===== src/rtl/input_buffer_ctrl.sv =====
// Sequencer for the CNN-mode input buffer: one parallel load, then K taps with serial shifts between them.
// Optional stall counter is built when INPUT_BUFFER_CTRL_STALL_CNT_EN is defined.
module input_buffer_ctrl #(
   parameter int N_DIM_ARRAY = 4,
   parameter int SHIFT_BITS  = 8,
   parameter int K_BITS      = 4,
   parameter int WIN_BITS    = 8
) (
   input  logic                  clk,
   input  logic                  reset,
   input  logic                  start,
   input  logic                  abort,
   input  logic [2:0]            mode,
   input  logic [K_BITS-1:0]     cfg_k,
   input  logic [SHIFT_BITS-1:0] cfg_shift,
   input  logic [WIN_BITS-1:0]   cfg_n_win,
   output logic                  mem_req,
   input  logic                  mem_ack,
   output logic                  ser_req,
   input  logic                  ser_valid,
   output logic                  clear,
   output logic                  loading_in_parallel,
   output logic                  enable,
   output logic [SHIFT_BITS-1:0] shift_input_buffer,
   output logic                  pe_valid,
   input  logic                  pe_ready,
   output logic [K_BITS-1:0]     tap_idx,
   output logic [WIN_BITS-1:0]   win_idx,
   output logic                  busy,
   output logic                  done,
   output logic                  cfg_err,
   output logic [15:0]           stall_cycles,
   output logic [2:0]            state_dbg
);

   typedef enum logic [2:0] {
      IDLE      = 3'd0,
      CLR       = 3'd1,
      LREQ      = 3'd2,
      LSET      = 3'd3,
      TAP       = 3'd4,
      SREQ      = 3'd5,
      CLR_ABORT = 3'd6
   } state_t;

   localparam logic [2:0]            MODE_CNN  = 3'd1;
   localparam logic [SHIFT_BITS-1:0] MAX_SHIFT = SHIFT_BITS'(N_DIM_ARRAY);

   state_t                state;
   logic [K_BITS-1:0]     k_q;
   logic [SHIFT_BITS-1:0] shift_q;
   logic [WIN_BITS-1:0]   n_win_q;

   logic                  cfg_bad;
   logic                  start_ok;
   logic                  last_tap;
   logic                  last_win;
   logic [K_BITS-1:0]     tap_next;
   logic [WIN_BITS-1:0]   win_next;

   assign cfg_bad  = (mode != MODE_CNN) || (cfg_k == '0) || (cfg_shift == '0) ||
                     (cfg_shift > MAX_SHIFT);
   assign start_ok = (state == IDLE) && start && !cfg_bad;
   assign last_tap = (tap_idx == (k_q - K_BITS'(1)));
   assign last_win = (({1'b0, win_idx} + (WIN_BITS+1)'(1)) == {1'b0, n_win_q});
   assign tap_next = (tap_idx == '1) ? tap_idx : tap_idx + K_BITS'(1);
   assign win_next = (win_idx == '1) ? win_idx : win_idx + WIN_BITS'(1);

   // Handshakes: a request (mem_req, ser_req, pe_valid) stays high until the
   // partner's ack/valid/ready is seen high at a rising edge; that edge completes
   // the transfer. Abort in the same cycle wins and cancels the transfer.
   assign mem_req             = (state == LREQ);
   assign ser_req             = (state == SREQ);
   assign pe_valid            = (state == TAP);
   assign busy                = (state != IDLE);
   assign loading_in_parallel = (state == LREQ) && mem_ack && !abort;
   assign enable              = (state == SREQ) && ser_valid && !abort;
   assign shift_input_buffer  = busy ? shift_q : '0;
   assign state_dbg           = state;

   always_ff @(posedge clk or negedge reset) begin
      if (!reset) begin
         state   <= IDLE;
         k_q     <= '0;
         shift_q <= '0;
         n_win_q <= '0;
         tap_idx <= '0;
         win_idx <= '0;
         clear   <= 1'b0;
         done    <= 1'b0;
         cfg_err <= 1'b0;
      end else begin
         clear   <= 1'b0;
         done    <= 1'b0;
         cfg_err <= 1'b0;
         if (abort && state != IDLE) begin
            state <= CLR_ABORT;
            clear <= 1'b1;
         end else begin
            case (state)
               IDLE: begin
                  if (start) begin
                     if (cfg_bad) begin
                        cfg_err <= 1'b1;
                     end else begin
                        k_q     <= cfg_k;
                        shift_q <= cfg_shift;
                        n_win_q <= cfg_n_win;
                        clear   <= 1'b1;
                        // An empty job completes on the spot without touching memory.
                        if (cfg_n_win == '0) done  <= 1'b1;
                        else                 state <= CLR;
                     end
                  end
               end
               CLR: begin
                  tap_idx <= '0;
                  win_idx <= '0;
                  state   <= LREQ;
               end
               LREQ: if (mem_ack) state <= LSET;
               LSET: state <= TAP;
               TAP: begin
                  if (pe_ready) begin
                     if (!last_tap) begin
                        state <= SREQ;
                     end else begin
                        tap_idx <= '0;
                        win_idx <= win_next;
                        if (last_win) begin
                           done  <= 1'b1;
                           state <= IDLE;
                        end else begin
                           state <= LREQ;
                        end
                     end
                  end
               end
               SREQ: begin
                  if (ser_valid) begin
                     tap_idx <= tap_next;
                     state   <= TAP;
                  end
               end
               CLR_ABORT: state <= IDLE;
               default:   state <= IDLE;
            endcase
         end
      end
   end

`ifdef INPUT_BUFFER_CTRL_STALL_CNT_EN
   logic stall_now;

   assign stall_now = busy && ((mem_req && !mem_ack) || (ser_req && !ser_valid) ||
                               (pe_valid && !pe_ready));

   always_ff @(posedge clk or negedge reset) begin
      if (!reset)                                  stall_cycles <= '0;
      else if (start_ok)                           stall_cycles <= '0;
      else if (stall_now && stall_cycles != 16'hFFFF) stall_cycles <= stall_cycles + 16'd1;
   end
`else
   assign stall_cycles = '0;
`endif

endmodule


===== config.mk =====
export PLATFORM = sky130hd
export DESIGN_NAME = input_buffer_ctrl
export DESIGN_NICKNAME = d
export VERILOG_FILES = /design/src/rtl/input_buffer_ctrl.sv
export SDC_FILE = /design/constraint.sdc
export NUM_CORES = 1
export LEC_CHECK = 0
export CAP_MARGIN = 25
export CORE_MARGIN = 2
export CORE_UTILIZATION = 42
export DETAILED_ROUTE_END_ITERATION = 12
export PLACE_DENSITY_LB_ADDON = 0.3
export SLEW_MARGIN = 20
export SYNTH_ARGS = -nofsm -noshare
export SYNTH_HDL_FRONTEND = slang
export SYNTH_SLANG_ARGS = --single-unit

===== constraint.sdc =====
create_clock -name clk -period 2.75 [get_ports clk]
set_input_delay 0.4125 -clock clk [delete_from_list [all_inputs] [get_ports clk]]
set_output_delay 0.4125 -clock clk [all_outputs]
set_load 0.05 [all_outputs]

Word level (Yosys, flattened, before mapping)
Cells that the tools add are included.
- bits in registers: 38
- latch bits: 0
- RAM bits: 0
- ROM bits: 0
- input bits: 30
- output and inout port bits: 48
- word-level logic and storage cells: 93
- memories kept: 0
- $add $sub $neg: 4
- multiply operators: 0
- divide/modulo/power cells: 0
- magnitude comparators: 1
- equality and inequality tests: 21
- shift-type cells: 0
- mux-type cells: 36
- bitwise gates (word level): 2
- reductions and logical operators: 20
- operators by type and width (cell ; count):
    8-bit two-way mux ; 4
    3-bit two-way mux ; 8
    3-bit one-hot mux with 6 select lines ; 1
    8-bit zero test ; 2
    4-bit two-way mux ; 4
    8-bit one-hot mux with 2 select lines ; 1
    1-bit two-way mux ; 15
    3-bit by 1-bit inequality test with 1-bit output (second input constant) ; 4
    4-bit one-hot mux with 3 select lines ; 1
    6-bit AND reduction ; 2
    8-bit by 1-bit adder with 9-bit output (second input constant) ; 1
    9-bit by 8-bit equality test with 1-bit output ; 1
    8-bit by 1-bit adder with 8-bit output (second input constant) ; 1
    8-bit equality test (second input constant) ; 1
    8-bit by 3-bit > comparator with 1-bit output (second input constant) ; 1
    3-bit by 2-bit equality test with 1-bit output (second input constant) ; 2
    3-bit equality test (second input constant) ; 2
    2-bit by 1-bit inequality test with 1-bit output (second input constant) ; 3
    3-bit by 2-bit inequality test with 1-bit output (second input constant) ; 2
    3-bit nonzero test ; 2
    1-bit logical AND ; 5
    5-bit AND reduction ; 1
    4-bit by 1-bit adder with 4-bit output (second input constant) ; 1
    4-bit equality test ; 1
    other kinds (14) ; 18

Logic depth before layout (Yosys ltp)
Gate-level depths: netlist of run 1.
- depth in word-level cells: 8
- depth in mapped cells: 9
- mapped depth without buffers: 8

Worst setup path before layout of run 1
Ideal clock, no wire load.
- kind: reg-to-output
- from: register state[2] (netlist: state_dbg[2])
- to: output loading_in_parallel
- data arrival time: 2.757 ns
- required time: 2.338 ns
- path slack: -0.420 ns
- cell stages (with the launch flop): 5
- path buffers: 1
- cell sequence: dfrtp_1 buf_1 nor2_1 and2_1 nor3b_1
- word-level cells in the longest chain between the ends: 3
- ends and longest elaborated chain (what ; RTL line ; RTL):
    start, declared ; 49 ; state_t state;
    start signal, assigned ; 83 ; state <= IDLE;
    start signal, assigned ; 97 ; state <= CLR_ABORT;
    start signal, assigned ; 112 ; else state <= CLR;
    3-bit by 2-bit equality test with 1-bit output ; -- ;
    via mem_req ; 17 ; output logic mem_req,
    1-bit logical AND (2 in series) ; 76 ; assign loading_in_parallel = (state == LREQ) && mem_ack && !abort;
    end, declared ; 22 ; output logic loading_in_parallel,
The timed path passes the listed nets, and every way through them passes these cells.

Worst setup path in the final report of run 1
- from: register state[1] (netlist: state_dbg[1])
- to: output shift_input_buffer[0]
- word-level cells in the longest chain between the ends: 2
- ends and longest elaborated chain (what ; RTL line ; RTL):
    3-bit nonzero test ; 75 ; assign busy = (state != IDLE);
    8-bit two-way mux ; 78 ; assign shift_input_buffer = busy ? shift_q : '0;
    end, declared ; 24 ; output logic [SHIFT_BITS-1:0] shift_input_buffer,
Every way passes these cells.

==> run summary, run 1 <==
Outcome - complete, no violations
Largest area contributor in the netlist - dfrtp_1
Worst vdd ir - 0.000302 V
Clock buffer count from CTS - 5
Synth warn - 0
Setup CP Type - register to output pin
Die X - 79.1 um
Top FF cell, synth - dfrtp_1
Grt ovf - 0
Setup-failing EPs final - 0
First-pass detailed-route iteration total - 4
Final worst path period share - 94.0%
Clk sinks - 38
Starting Density - 43.3%
Vert. Die Dim - 79.1 um
Largest net degree at the start of global routing - 39
Port bufs - 61
Post-Syn Instances - 249
Drt total wl - 5280 um
Critical path required time - 2.34 ns
GRT Total Usage - 18.3%
Cell area after layout - 3120 um2
Num rows - 27
CTS tree - built
Final GP Congestion - 0.813
Top cells by area, synth - dfrtp_1, mux2_2, buf_4
Max-cap check violation count - 0
Synth Register Bits - 38
Crit start category - register
DRT antenna net count - 0
Clock-pin slew on the worst setup and hold paths - 0.08 ns
CP Capture Type - output pin
Pwr/cell area - 653 nW/um2
Clk buf depth - 2
Worst hold path class - input pin to asynchronous set/reset pin
Arrival time at the worst endpoint - 2.17 ns
Worst Skew - 0.00579 ns
Drt wl/cell - 13.8 um
Number of DRC markers in iteration 0 - 99
Post-CTS setup buffer count - 0
Post-layout min period - 2.58 ns
Final Hold Viols - 0
Final Net Count - 343
Ys async rst share - 100%
Cts repair resizes - 0
IO Pins - 78
Hpwl dp - 3930 um
Slew margin rel. - 43.7%
Static Leak - 1.42 nW
Worst-Skew Late Latency - 0.30 ns
Top cell type's share of synthesized area - 40.1%
Number of global-route vias before repair - 1894
Initial antenna violation count - 0
ANT cells - 0
Post-synth cell types - 55
DIE AREA - 6260 um2
Vias - 1955
Post-CTS Hold Buffers - 0
CP Max Fanout - 12
Area growth syn-to-layout - 31.9%
H-Tree Depth - 2
Seq/Total Area, Yosys - 40.1%
Placed inst area - 2990 um2
Worst Tran Pin Value - 0.844 ns
Share of cells above drive strength 1 - 14.8%
FMAX - 387 MHz
Core ar. - 5470 um2
Drt drc - 0
RSZ-0062 raised after global routing - false
Syn Std Cell Area - 2370 um2
Slew Limit Fails - 0
Via/cell ratio - 5.10
EDFF count, synth - 0
Syn Area/Cell - 9.51 um2
First-pass GRT wire length - 8890 um
Fin Setup TNS - 0 ns
Clock root buffer - clkbuf_8
## power breakdown
part	switching, mW	internal [mW]	total (mW)
combinational	0.523	0.278	0.800
clock	0.218	0.364	0.582
sequential	0.0608	0.596	0.657
## kinds of logic (layout without fill, tap and decap cells)
family                     after synthesis  count (layout)  share of synthesized area [%]
DFF                                     38              38                           40.1
muxes                                   17              17                           8.03
adders and majority gates                3               3                           1.58
xor gates and xnor gates                19              19                           7.66
other                                    1              16                          0.158
AOI/OAI and AO/OA                       39              39                           11.4
and+or+nand+nor                         97              97                           22.3
buffers and inverters                   35              82                           8.72
## cell usage in the layout (no fill, tap or decap), types with 4 or more instances in the layout
cell / Yosys / final
dfrtp_1: 38 / 38
inv_1: 8 / 8
nand2_1: 25 / 25
nor3_1: 6 / 6
clkbuf_8: 0 / 5
buf_4: 17 / 7
nor2_1: 15 / 15
and3_1: 4 / 4
clkdlybuf4s50_1: 0 / 58
nand3_1: 6 / 6
xnor2_1: 10 / 10
mux2_2: 16 / 16
nor4_1: 5 / 5
o21ai_0: 10 / 10
and2_1: 16 / 16
xor2_1: 8 / 8
conb_1: 1 / 16
a21oi_1: 8 / 8
## worst paths after layout
| check | startpoint | cells past startpoint | to | slack (ns) |
|---|---|---|---|---|
| max | state_dbg[1] | 4 | shift_input_buffer[0] | 0.17 |
| min | reset | 1 | shift_q[7] | 0.21 |
| max reg2reg | k_q[0] | 8 | win_idx[3] | 0.31 |
| min reg2reg | shift_q[6] | 1 | shift_q[6] | 0.49 |
| max in group asynchronous | reset | 1 | tap_idx[1] | 2.01 |
| min in group clk | shift_q[6] | 1 | shift_q[6] | 0.49 |
## cell usage after synthesis, types with 2 or more instances
cell      count
a21o_1        3
clkbuf_1      3
xnor2_1      10
buf_1         3
nor2b_1       3
dfrtp_1      38
nor3b_1       4
buf_2         2
and3_1        4
a22o_2        2
nor4_1        5
nand2_1      25
buf_4        17
a21oi_1       8
mux2_2       16
a211oi_1      2
nor3_1        6
nand3_1       6
ha_1          3
a21boi_0      2
inv_1         8
nor2_1       15
and2_1       16
o21ai_0      10
xor2_1        8
## cell type report
cell class	count	area, um2
Multi-Input combinational cell	191	1280
Clock inverter	3	68.8
Clock buffer	5	68.8
Sequential cell	38	951
Tap cell	72	90.1
Inverter	8	30.0
Fill cell	479	2350
Timing Repair Buffer	66	638
## state kept, by name, indices dropped and copies added (netlist names)
register and count:
tap_idx 4, done 1, cfg_err 1, k_q 4, n_win_q 8, clear 1
shift_q 8, state_dbg 3, win_idx 8
## per-layer routing
metal  routed length, um  share of wire [%]  GRT usage, %  up-vias
met1                2470                 47          24.4      920
li1                    -                  -             -      958
met4                  86                1.6          6.90        0
met5                   0                  0             0        -
met2                2370                 45          28.4       70
met3                 348                6.6          5.23        7
## critical path, cell delays in order (launching register included)
cell and delay (ns):
dfrtp_1 0.52, nor3_2 0.09, inv_1 0.26, and2_1 0.19, clkdlybuf4s50_1 0.80
## per-stage QoR
stage / hold WS [ns] / power (mW) / util (%) / setup slack [ns] / cells
6_report: 0.212 / 2.04 / 57.1 / 0.166 / 383
5_1_grt: 0.267 / 2.14 / 57.1 / 0.0171 / 383
4_1_cts: 0.253 / 2.05 / 57.1 / 0.152 / 383
3_5_place_dp: 0.467 / 1.46 / 54.6 / 0.292 / 375
3_3_place_gp: 0.465 / 1.45 / 54.6 / 0.351 / 375
2_1_floorplan: 0.117 / 1.21 / - / 0.0519 / 264
(Power assumes the default switching activity.)
==> run 2: changes to the inputs <==
--- a/config.mk
+++ b/config.mk
@@ -7,7 +7,7 @@
 export LEC_CHECK = 0
 export CAP_MARGIN = 25
 export CORE_MARGIN = 2
-export CORE_UTILIZATION = 42
+export CORE_UTILIZATION = 46
 export DETAILED_ROUTE_END_ITERATION = 12
 export PLACE_DENSITY_LB_ADDON = 0.3
 export SLEW_MARGIN = 20
==> run summary, run 2 (synthesis gave the netlist of run 1 again) <==
Final Net Count - 343 (unchanged)
Crit path cell chain - nor3_2 -> inv_1 -> and2_1 -> clkdlybuf4s50_1 (unchanged)
Fillers - 455 (was 479)
Max-cap check violation count - 0 (unchanged)
Vias - 1927 (was 1955)
Worst Skew - 0.00240 ns (was 0.00579 ns)
Share of cells above drive strength 1 - 14.8% (unchanged)
Routing usage on met3 - 5.95% (was 5.23%)
Top flop regs - n_win_q (8), shift_q (8), win_idx (8) (unchanged)
Setup-failing EPs final - 0 (unchanged)
H-Tree Depth - 2 (unchanged)
Number of DRC markers in iteration 0 - 126 (was 99)
Clk sinks - 38 (unchanged)
Area growth syn-to-layout - 31.8% (was 31.9%)
Gr busiest metal - met2 (unchanged)
Initial antenna violation count - 0 (unchanged)
Number of global-route vias before repair - 1765 (was 1894)
ANT cells - 0 (unchanged)
Crit path from - state_dbg[2] (was state_dbg[1])
Post-CTS Hold Buffers - 0 (unchanged)
Path depth of the worst reg2reg path - 8 (unchanged)
Drt drc - 0 (unchanged)
Largest net degree at the start of global routing - 39 (unchanged)
Clock buffer count from CTS - 5 (unchanged)
Final worst path period share - 96.2% (was 94.0%)
Met1 Usage GRT - 25.5% (was 24.4%)
Hpwl dp - 3800 um (was 3930 um)
Flop-to-flop setup slack - 0.28 ns (was 0.31 ns)
DIE AREA - 5740 um2 (was 6260 um2)
Worst Tran Pin Value - 0.851 ns (was 0.844 ns)
GRT Total Usage - 18.6% (was 18.3%)
First-pass GRT wire length - 8200 um (was 8890 um)
Final Hold Viols - 0 (unchanged)
Worst hold path class - input pin to asynchronous set/reset pin (unchanged)
Most frequent cells in the layout - clkdlybuf4s50_1, dfrtp_1, nand2_1 (unchanged)
Slew margin rel. - 43.3% (was 43.7%)
CP Max Fanout - 12 (unchanged)
IO Pins - 78 (unchanged)
CP Capture Point - shift_input_buffer[2] (was shift_input_buffer[0])
Worst vdd ir - 0.000472 V (was 0.000302 V)
Fin Setup TNS - 0 ns (unchanged)
R2r endpoint - win_idx[3] (unchanged)
Slew Limit Fails - 0 (unchanged)
Placed inst area - 2980 um2 (was 2990 um2)
Met2 usage - 28.7% (was 28.4%)
Clock-pin slew on the worst setup and hold paths - 0.08 ns (about the same)
Post-CTS setup buffer count - 0 (unchanged)
CP Capture Type - output pin (unchanged)
Crit start category - register (unchanged)
Worst slack at placement - 0.301 ns (was 0.292 ns)
Arrival time at the worst endpoint - 2.23 ns (was 2.17 ns)
Outcome - complete, no violations (unchanged)
Cts repair resizes - 0 (unchanged)
DRT antenna net count - 0 (unchanged)
Final GP Congestion - 0.843 (was 0.813)
First-pass detailed-route iteration total - 4 (unchanged)
Setup WS post-layout - 0.105 ns (was 0.166 ns)
Setup CP Type - register to output pin (unchanged)
Drt total wl - 5150 um (was 5280 um)
Commonest non-fill, non-tap cell in the layout - clkdlybuf4s50_1 (unchanged)
Port bufs - 61 (unchanged)
CTS tree - built (unchanged)
Vert. Die Dim - 75.8 um (was 79.1 um)
Clk buf depth - 2 (unchanged)
Post-layout min period - 2.64 ns (was 2.58 ns)
Num rows - 26 (was 27)
Die X - 75.8 um (was 79.1 um)
Min Hold Slack - 0.225 ns (was 0.212 ns)
Cell area after layout - 3120 um2 (about the same)
RR Startpoint - k_q[0] (unchanged)
Drt wl/cell - 13.5 um (was 13.8 um)
Slowest Stage Delay on Critical Path - 0.70 ns (was 0.80 ns)
Via/cell ratio - 5.06 (was 5.10)
Worst-Skew Late Latency - 0.29 ns (was 0.30 ns)
Core ar. - 5040 um2 (was 5470 um2)
Pwr/cell area - 651 nW/um2 (was 653 nW/um2)
Static Leak - 1.42 nW (unchanged)
CP max stage cell - clkdlybuf4s50_1 (unchanged)
Starting Density - 47.0% (was 43.3%)
Clock root buffer - clkbuf_8 (unchanged)
Critical path required time - 2.34 ns (about the same)
Grt ovf - 0 (unchanged)
RSZ-0062 raised after global routing - false (unchanged)
FMAX - 378 MHz (was 387 MHz)
[run 2: cell counts in the layout (fill, tap and decap cells not counted)]
No cell type changed its count.
[run 2: layer usage]
layer  part of all wire, %  routed length [um]
met5                     0                   0
met4                   1.1                  55
met3                   8.1                 415
met2                    45                2310
met1                    46                2370
[run 2: report_power, final]
group / total (mW) / switching (mW) / internal [mW]
Clock: 0.578 / 0.215 / 0.364
Combinational: 0.803 / 0.525 / 0.278
Sequential: 0.652 / 0.0555 / 0.596
[run 2: layout make-up]
| cell class | instances | area (um2) | area share (%) |
|---|---|---|---|
| clock buffer | 5 | 68.8 | 2.20 |
| clock inverter | 3 | 68.8 | 2.20 |
| inverter | 8 | 30.0 | 0.962 |
| multi-input combinational | 191 | 1280 | 40.9 |
| sequential | 38 | 951 | 30.5 |
| tap | 70 | 87.6 | 2.81 |
| timing repair buffer | 66 | 638 | 20.4 |
[run 2: how the worst min path moves through the flow]
stage	to	cells past startpoint
floorplan	cfg_err	0
global placement	shift_q[5]	1
detailed placement	shift_q[6]	1
CTS	shift_q[3]	1
global route	shift_q[3]	1
finish	shift_q[3]	1
[run 2: per-stage QoR]
| step | power [mW] | util, % | cells |
|---|---|---|---|
| after global placement | 1.45 | 59.2 | 373 |
| after CTS | 2.04 | 61.9 | 381 |
| final | 2.03 | 61.9 | 381 |
| after detailed placement | 1.46 | 59.2 | 373 |
| after floorplan | 1.21 | - | 264 |
| after global routing | 2.13 | 61.9 | 381 |
[run 2: critical path: cells and delay by family, from the launching register on]
kind	cells	cell delay (ns)
buffers and inverters	2	0.93
and+or+nand+nor	2	0.52
DFF	1	0.49
==> run 3: changes to the inputs <==
--- a/config.mk
+++ b/config.mk
@@ -6,8 +6,10 @@
 export NUM_CORES = 1
 export LEC_CHECK = 0
 export CAP_MARGIN = 25
+export CELL_PAD_IN_SITES_DETAIL_PLACEMENT = 1
+export CELL_PAD_IN_SITES_GLOBAL_PLACEMENT = 1
 export CORE_MARGIN = 2
-export CORE_UTILIZATION = 46
+export CORE_UTILIZATION = 34
 export DETAILED_ROUTE_END_ITERATION = 12
 export PLACE_DENSITY_LB_ADDON = 0.3
 export SLEW_MARGIN = 20
==> run summary, run 3 (synthesis gave the netlist of run 1 again) <==
Static Leak - 1.41 nW (was 1.42 nW)
Clock root buffer - clkbuf_8 (unchanged)
Top flop regs - n_win_q (8), shift_q (8), win_idx (8) (unchanged)
Final worst path period share - 93.4% (was 96.2%)
DRT antenna net count - 0 (unchanged)
Crit start category - register (unchanged)
Final GP Congestion - 0.781 (was 0.843)
Core Util, Final - 45.9% (was 61.9%)
Slew margin rel. - 42.3% (was 43.3%)
Worst Skew - 0.00755 ns (was 0.00240 ns)
Fillers - 794 (was 455)
Hpwl dp - 4560 um (was 3800 um)
Die X - 87.5 um (was 75.8 um)
Commonest non-fill, non-tap cell in the layout - clkdlybuf4s50_1 (unchanged)
Area growth syn-to-layout - 30.9% (was 31.8%)
Worst hold path class - input pin to asynchronous set/reset pin (unchanged)
Setup-failing EPs final - 0 (unchanged)
Starting Density - 35.1% (was 47.0%)
Most frequent cells in the layout - clkdlybuf4s50_1, dfrtp_1, nand2_1 (unchanged)
Outcome - complete, no violations (unchanged)
GRT Total Usage - 17.0% (was 18.6%)
Pwr/cell area - 593 nW/um2 (was 651 nW/um2)
Clock buffer count from CTS - 5 (unchanged)
Initial antenna violation count - 0 (unchanged)
Final cell count without fillers - 392 (was 381)
CTS tree - built (unchanged)
Share of cells above drive strength 1 - 15.4% (was 14.8%)
Via/cell ratio - 5.01 (was 5.06)
FMAX - 389 MHz (was 378 MHz)
Worst vdd ir - 0.000332 V (was 0.000472 V)
Post-CTS Hold Buffers - 0 (unchanged)
Clk sinks - 38 (unchanged)
Drt wl/cell - 15.2 um (was 13.5 um)
Drt drc - 0 (unchanged)
Clk buf depth - 2 (unchanged)
Drt total wl - 5970 um (was 5150 um)
Num rows - 30 (was 26)
CP Max Fanout - 12 (unchanged)
Worst-Skew Late Latency - 0.29 ns (about the same)
Max-cap check violation count - 0 (unchanged)
IO Pins - 78 (unchanged)
Fin Setup TNS - 0 ns (unchanged)
Setup CP Type - register to output pin (unchanged)
ANT cells - 0 (unchanged)
Core ar. - 6760 um2 (was 5040 um2)
First-pass detailed-route iteration total - 4 (unchanged)
CP Capture Type - output pin (unchanged)
Arrival time at the worst endpoint - 2.16 ns (was 2.23 ns)
Final Net Count - 346 (was 343)
Number of global-route vias before repair - 2021 (was 1765)
RSZ-0062 raised after global routing - false (unchanged)
Number of DRC markers in iteration 0 - 54 (was 126)
Cts repair resizes - 0 (unchanged)
Post-CTS setup buffer count - 0 (unchanged)
Inst Count DP - 386 (was 373)
Post-layout min period - 2.57 ns (was 2.64 ns)
First-pass GRT wire length - 10000 um (was 8200 um)
Final Hold Viols - 0 (unchanged)
H-Tree Depth - 2 (unchanged)
Critical path required time - 2.34 ns (about the same)
DIE AREA - 7650 um2 (was 5740 um2)
Vias - 1963 (was 1927)
Slew Limit Fails - 0 (unchanged)
Clock-pin slew on the worst setup and hold paths - 0.07 ns (was 0.08 ns)
Worst Tran Pin Value - 0.865 ns (was 0.851 ns)
Largest net degree at the start of global routing - 39 (unchanged)
Port bufs - 61 (unchanged)
Grt ovf - 0 (unchanged)
Vert. Die Dim - 87.5 um (was 75.8 um)
[run 3: cell types whose count changed in the layout (fill, tap and decap cells not counted)]
cell             delta
buf_4               +4
bufinv_16           -2
clkbuf_8            +1
clkdlybuf4s50_1     -1
clkinv_4            -1
[run 3: cell type report]
class / count / area [um2] / share of cell area (%)
Inverter: 8 / 30.0 / 0.969
Tap cell: 80 / 100 / 3.23
Multi-Input combinational cell: 191 / 1280 / 41.2
Timing Repair Buffer: 69 / 658 / 21.2
Sequential cell: 38 / 951 / 30.7
Clock buffer: 6 / 82.6 / 2.66
[run 3: path summary, 6_finish.rpt]
check	from	end	slack, ns	cells past startpoint
max in group asynchronous	reset	n_win_q[3]	1.97	1
max	state_dbg[0]	shift_input_buffer[0]	0.18	4
min	reset	state_dbg[2]	0.24	1
min reg2reg	shift_q[7]	shift_q[7]	0.48	1
min in group clk	shift_q[7]	shift_q[7]	0.48	1
max reg2reg	k_q[0]	tap_idx[1]	0.32	8
[run 3: worst max-delay path, stage by stage (launching register included)]
cell	delay [ns]
dfrtp_1	0.47
nor3_2	0.27
inv_1	0.22
and2_1	0.22
clkdlybuf4s50_1	0.69
[run 3: where the power goes]
part           internal, mW  total [mW]  switching, mW
registers             0.597       0.647         0.0501
clock network         0.193       0.380          0.187
logic                 0.283       0.811          0.529
[run 3: routing by layer]
layer	wire length, um	part of all wire [%]	track usage (%)
met1	2730	46	22.6
met2	2840	48	26.6
met3	314	5.3	4.64
met4	91	1.5	6.01
met5	0	0	0
[run 3: metrics by stage]
step                      worst slack, ns  power, mW  area [um2]  hold slack, ns
after floorplan                    0.0519       1.21        2430           0.117
after global placement              0.346       1.47        3020           0.467
after detailed placement            0.309       1.48        3020           0.470
after CTS                           0.152       1.87        3100           0.267
after global routing               0.0533       1.96        3100           0.306
final                               0.180       1.84        3100           0.237
